## src/rtl/shift_right_seq_if.sv

```systemverilog
// Handshake and data bundle for shift_right_seq.
// The master drives the request side; the slave (the shifter) returns the result and status.
interface shift_right_seq_if #(
  parameter int WIDTH   = 13,
  parameter int SHAMT_W = 4
);
  logic               start;
  logic               arith;
  logic [SHAMT_W-1:0] shamt;
  logic [WIDTH-1:0]   in13;
  logic [WIDTH-1:0]   out12;
  logic               busy;
  logic               done;
  logic               sticky;

  modport master (
    output start, arith, shamt, in13,
    input  out12, busy, done, sticky
  );

  modport slave (
    input  start, arith, shamt, in13,
    output out12, busy, done, sticky
  );
endinterface

```

## src/rtl/shift_right_seq.sv

```systemverilog
// Sequential right shifter: one bit per clock, logical or arithmetic, start/busy/done handshake.
// Optional macro SHIFT_STICKY_EN adds a sticky register (OR of every bit shifted out).
module shift_right_seq #(
  parameter int WIDTH   = 13,
  parameter int SHAMT_W = 4
) (
  input  logic            clk,
  input  logic            reset_n,
  shift_right_seq_if.slave bus
);
  localparam int CNT_W = $clog2(WIDTH + 1);

  localparam logic [1:0] S_IDLE  = 2'd0;
  localparam logic [1:0] S_SHIFT = 2'd1;
  localparam logic [1:0] S_DONE  = 2'd2;

  logic [1:0]       r_state;
  logic [WIDTH-1:0] r_data;
  logic [CNT_W-1:0] r_count;
  logic             r_arith;
  logic [CNT_W-1:0] w_loadCount;
  logic             w_fill;
  logic             w_shiftNow;

  // Amounts of WIDTH or more all produce the fully shifted-out result.
  always_comb begin
    w_loadCount = CNT_W'(WIDTH);
    if (int'(bus.shamt) < WIDTH) begin
      w_loadCount = CNT_W'(bus.shamt);
    end
  end

  assign w_fill     = r_arith & r_data[WIDTH-1];
  assign w_shiftNow = (r_state == S_SHIFT) && (r_count != '0);

  always_ff @(posedge clk) begin
    if (!reset_n) begin
      r_state <= S_IDLE;
      r_data  <= '0;
      r_count <= '0;
      r_arith <= 1'b0;
    end else begin
      case (r_state)
        S_IDLE: begin
          if (bus.start) begin
            r_data  <= bus.in13;
            r_arith <= bus.arith;
            r_count <= w_loadCount;
            r_state <= S_SHIFT;
          end
        end
        S_SHIFT: begin
          if (r_count != '0) begin
            r_data  <= {w_fill, r_data[WIDTH-1:1]};
            r_count <= r_count - 1'b1;
          end else begin
            r_state <= S_DONE;
          end
        end
        S_DONE:  r_state <= S_IDLE;
        default: r_state <= S_IDLE;
      endcase
    end
  end

`ifdef SHIFT_STICKY_EN
  logic r_sticky;

  // Collects the bit about to fall off the bottom; cleared only by a newly accepted start.
  always_ff @(posedge clk) begin
    if (!reset_n) begin
      r_sticky <= 1'b0;
    end else if ((r_state == S_IDLE) && bus.start) begin
      r_sticky <= 1'b0;
    end else if (w_shiftNow) begin
      r_sticky <= r_sticky | r_data[0];
    end
  end

  assign bus.sticky = r_sticky;
`else
  assign bus.sticky = 1'b0;
`endif

  assign bus.out12 = r_data;
  assign bus.busy  = (r_state == S_SHIFT);
  assign bus.done  = (r_state == S_DONE);
endmodule

```

## src/flat_wrapper.sv

```systemverilog
// flat-port wrapper written by rule: the top's interface ports become plain ports
module shift_right_seq_flat 
#(
  parameter int WIDTH   = 13,
  parameter int SHAMT_W = 4
)
  (clk, reset_n, bus_start, bus_arith, bus_shamt, bus_in13, bus_out12, bus_busy, bus_done, bus_sticky);
  shift_right_seq_if #(.WIDTH(WIDTH), .SHAMT_W(SHAMT_W)) bus_i ();
  input  logic clk;
  input  logic reset_n;
  input wire logic [$bits(bus_i.start)-1:0] bus_start;
  input wire logic [$bits(bus_i.arith)-1:0] bus_arith;
  input wire logic [$bits(bus_i.shamt)-1:0] bus_shamt;
  input wire logic [$bits(bus_i.in13)-1:0] bus_in13;
  output wire logic [$bits(bus_i.out12)-1:0] bus_out12;
  output wire logic [$bits(bus_i.busy)-1:0] bus_busy;
  output wire logic [$bits(bus_i.done)-1:0] bus_done;
  output wire logic [$bits(bus_i.sticky)-1:0] bus_sticky;
  assign bus_i.start = bus_start;
  assign bus_i.arith = bus_arith;
  assign bus_i.shamt = bus_shamt;
  assign bus_i.in13 = bus_in13;
  assign bus_out12 = bus_i.out12;
  assign bus_busy = bus_i.busy;
  assign bus_done = bus_i.done;
  assign bus_sticky = bus_i.sticky;
  shift_right_seq #(.WIDTH(WIDTH), .SHAMT_W(SHAMT_W)) u_core (.clk(clk), .reset_n(reset_n), .bus(bus_i));
endmodule
```

## config.mk

```make
export PLATFORM = sky130hd
export DESIGN_NAME = shift_right_seq_flat
export DESIGN_NICKNAME = d
export VERILOG_FILES = /design/src/rtl/shift_right_seq_if.sv /design/src/rtl/shift_right_seq.sv /design/src/flat_wrapper.sv
export SDC_FILE = /design/constraint.sdc
export NUM_CORES = 1
export LEC_CHECK = 0
export BUFFER_PORTS_ARGS = -buffer_cell sky130_fd_sc_hd__buf_2
export CORE_AREA = 10 10 58 60
export DETAILED_ROUTE_END_ITERATION = 8
export DIE_AREA = 0 0 68 70
export PLACE_DENSITY = 0.73
export SETUP_SLACK_MARGIN = 0.3
export SYNTH_ARGS = -nofsm -noshare
export SYNTH_HDL_FRONTEND = slang
export SYNTH_SLANG_ARGS = --single-unit
```

## constraint.sdc

```tcl
create_clock -name clk -period 2.3 [get_ports clk]
set_clock_uncertainty 0.1 [all_clocks]
set_input_delay 0.46 -clock clk [delete_from_list [all_inputs] [get_ports clk]]
set_output_delay 0.46 -clock clk [all_outputs]
set_load 0.02 [all_outputs]
```

==> metrics.md <==
| Metric | Value |
|---|---|
| Lkg Pwr | `0.000542 uW` |
| Initial antenna violation count | `0` |
| Slowest stage delay, CP | `0.49 ns` |
| Worst-margin pin slew | `approximately 0.53 ns` |
| Final max-slew violation count | `0` |
| Post-CTS Setup Bufs | `0` |
| Routed Antenna Nets | `0` |
| Die Span Y | `~70 um` |
| DP Area | `approximately 0.0012 mm2` |
| DRT iter0 DRCs | `47` |
| Non-Filler Instances | `180` |
| Ratio of cells with drive above 1 in the final layout | `0.313` |
| Core ar. | `~0.0023 mm2` |
| Post-route cell area | `between 0.001 and 0.0015 mm2` |
| Worst setup EP type | `primary output` |
| RD Place Congestion | `between 0.8 and 0.9` |
| Worst vdd ir | `0.000468 V` |
| Detailed Routing Iterations Pass 1 | `4` |
| Area taken by multi-input logic gates | `around 550 um2` |
| Arr. time, crit path | `about 1.3 ns` |
| Worst path required time | `about 1.7 ns` |
| CP Class | `reg2out` |
| Final Setup Violations | `0` |
| Pwr/cell area | `approximately 920 mW/mm2` |
| # fillers | `257` |
| Die width | `between 60 and 70 um` |
| Rows | `18` |
| CP Launch Type | `register` |
| Post-Syn Area per Cell | `between 8 and 9 um2` |
| Clock Latency Late Sink | `approximately 0.29 ns` |
| Most common cell after layout, fill and taps aside | `buf_2` |
| CTS Sinks | `20` |
| Period utilization | `0.813` |
| Total grt overflow | `0` |
| # diodes | `0` |
| Yosys cell types | `35` |
| Placed insts | `about 180` |
| Num CTS Buffers | `3` |
| Synth-to-layout area growth | `18.6%` |
| Status | `completed` |
| Fin. Hold Viols | `0` |
| Final nets | `roughly 170` |
| H-Tree Depth | `1` |
| All-Layer GR Usage | `0.111` |
| Vias per cell | `about 5.4` |
| WL final | `around 2700 um` |
| Crit-path max FO | `16` |
| Commonest non-fill, non-tap cells in the layout | `35 x buf_2, 25 x nand2_1, 20 x dfxtp_1, 14 x a21oi_1, 11 x a311oi_1` |
| Post-CTS resize count | `0` |
| Die area | `0.00476 mm2` |
| IO Pins | `37` |
| Pin count of the biggest net entering global routing | `19` |
| Root buf cell | `clkbuf_4` |
| Total power | `1130 uW` |
| First-pass GRT wire length | `about 4500 um` |
| Max Root-Sink Buffers | `2` |
| CTS tree | `yes` |
| Cell chain of the critical path | `nand2b_1 > inv_4 > buf_2` |
| #FFs+latches synth | `20` |
| Worst-path clk slew | `~0.10 ns` |
| Sequential Area | `between 400 and 500 um2` |
| Max_slew headroom | `0.644` |
| Slowest cell on crit path | `dfxtp_1` |
| Cells after synthesis | `119` |
| Hold-fix buffers, CTS | `0` |
| Worst min path class | `in2reg` |
| Starting density of the core | `0.442` |
| Via count | `just under 1000` |
| Final HPWL DP | `slightly above 2000 um` |
| FMAX | `534 MHz` |
| Worst setup margin | `0.429 ns` |
| Mapped Nets | `141` |
| Minimum clock period | `~1.9 ns` |
| Seq/Total Area, Yosys | `0.386` |
| RSZ-0062 raised after global routing | `false` |
| Setup slack after placement | `0.410 ns` |
| Mapped Area | `between 0.001 and 0.0015 mm2` |
| Drt drc | `0` |
| Routed WL per cell | `~15 um` |
| Setup_tns | `0 ns` |
| Max capacitance violation total | `0` |
| Vias in the first global route | `about 990` |
| Port bufs | `35` |
| Warnings from Yosys | `0` |
==> cell type report <==
cell class / instances / share of cell area
tap: 30 / 0.0305
sequential: 20 / 0.326
clock buffer: 4 / 0.0295
timing repair buffer: 37 / 0.155
inverter: 4 / 0.0143
multi-input combinational: 85 / 0.445
==> worst max-delay path: cells and delay by family, from the launching register on <==
kind                   cells  cell delay, ns
flip-flops                 1            0.49
buffers and inverters      2            0.38
AND/OR/NAND/NOR            1            0.16
==> stage by stage <==
stage          utilization  hold WS, ns
5_1_grt              0.525        0.312
4_1_cts              0.522        0.306
6_report             0.525        0.311
3_5_place_dp         0.507        0.387
3_3_place_gp         0.507        0.377
2_1_floorplan            -        0.362
==> flip-flops by register name (all words and copies together) (netlist names) <==
signal            count
u_core.bus.out12     13
u_core.r_state        2
u_core.r_arith        1
u_core.r_count        4
==> layer usage <==
| metal | share of wire | GRT usage | vias to the layer above |
|---|---|---|---|
| met1 | 0.45 | 0.140 | 445 |
| met2 | 0.44 | 0.172 | 34 |
| met5 | 0 | 0 | - |
| met4 | 0.0030 | 0.0201 | 0 |
| li1 | - | - | 499 |
| met3 | 0.11 | 0.0463 | 2 |
==> cell usage after synthesis <==
cell       instances  area (um2)
nand2_1           25        93.8
dfxtp_1           20         400
a21oi_1           14        70.1
a311oi_1          11        96.3
buf_4              4        30.0
a32o_1             3        30.0
buf_6              3        33.8
inv_1              3        11.3
nor3b_1            3        22.5
a31oi_1            2        12.5
and3_1             2        12.5
clkbuf_1           2        7.51
nor2b_1            2        12.5
nor3_1             2        10.0
nor4_1             2        12.5
o211ai_1           2        15.0
a211o_1            1        8.76
a211oi_1           1        7.51
a22o_1             1        8.76
a311oi_2           1        15.0
and2_1             1        6.26
and4bb_2           1        12.5
buf_2              1        5.00
conb_1             1        3.75
ha_1               1        12.5
inv_4              1        6.26
mux2_4             1        15.0
mux2i_1            1        10.0
nand2b_1           1        6.26
nand4bb_1          1        11.3
nor2_1             1        3.75
nor2_2             1        6.26
o21ba_2            1        10.0
o21bai_1           1        7.51
o31a_1             1        8.76
==> cell families (layout without fill, tap and decap cells) <==
| group | after synthesis | after routing | share of synthesized area |
|---|---|---|---|
| other | 1 | 1 | 0.00362 |
| muxes | 2 | 2 | 0.0242 |
| and+or+nand+nor | 42 | 42 | 0.203 |
| buffers and inverters | 14 | 45 | 0.0906 |
| DFF | 20 | 20 | 0.386 |
| adders and majority gates | 1 | 1 | 0.0121 |
| AOI/OAI and AO/OA | 39 | 39 | 0.280 |
==> worst paths after layout <==
path / start / endpoint / slack [ns] / cells past startpoint
worst max-delay path: u_core.r_state[0] / bus_busy / 0.43 / 3
worst max register to register: u_core.r_count[0] / u_core.r_count[0] / 0.57 / 6
worst min register to register: u_core.bus.out12[9] / u_core.bus.out12[8] / 0.39 / 2
worst min-delay path: bus_arith / u_core.r_arith / 0.31 / 3
==> power breakdown <==
part | total [uW] | switching [uW] | leakage, uW | internal (uW)
combinational | 460 | 278 | 0.000355 | 183
sequential | 472 | 55.6 | 0.000166 | 416
clock | 200 | 104 | 0.0000210 | 96.3
total | 1130 | 437 | 0.000542 | 695
Note: power is estimated with default switching activity, not from simulation.
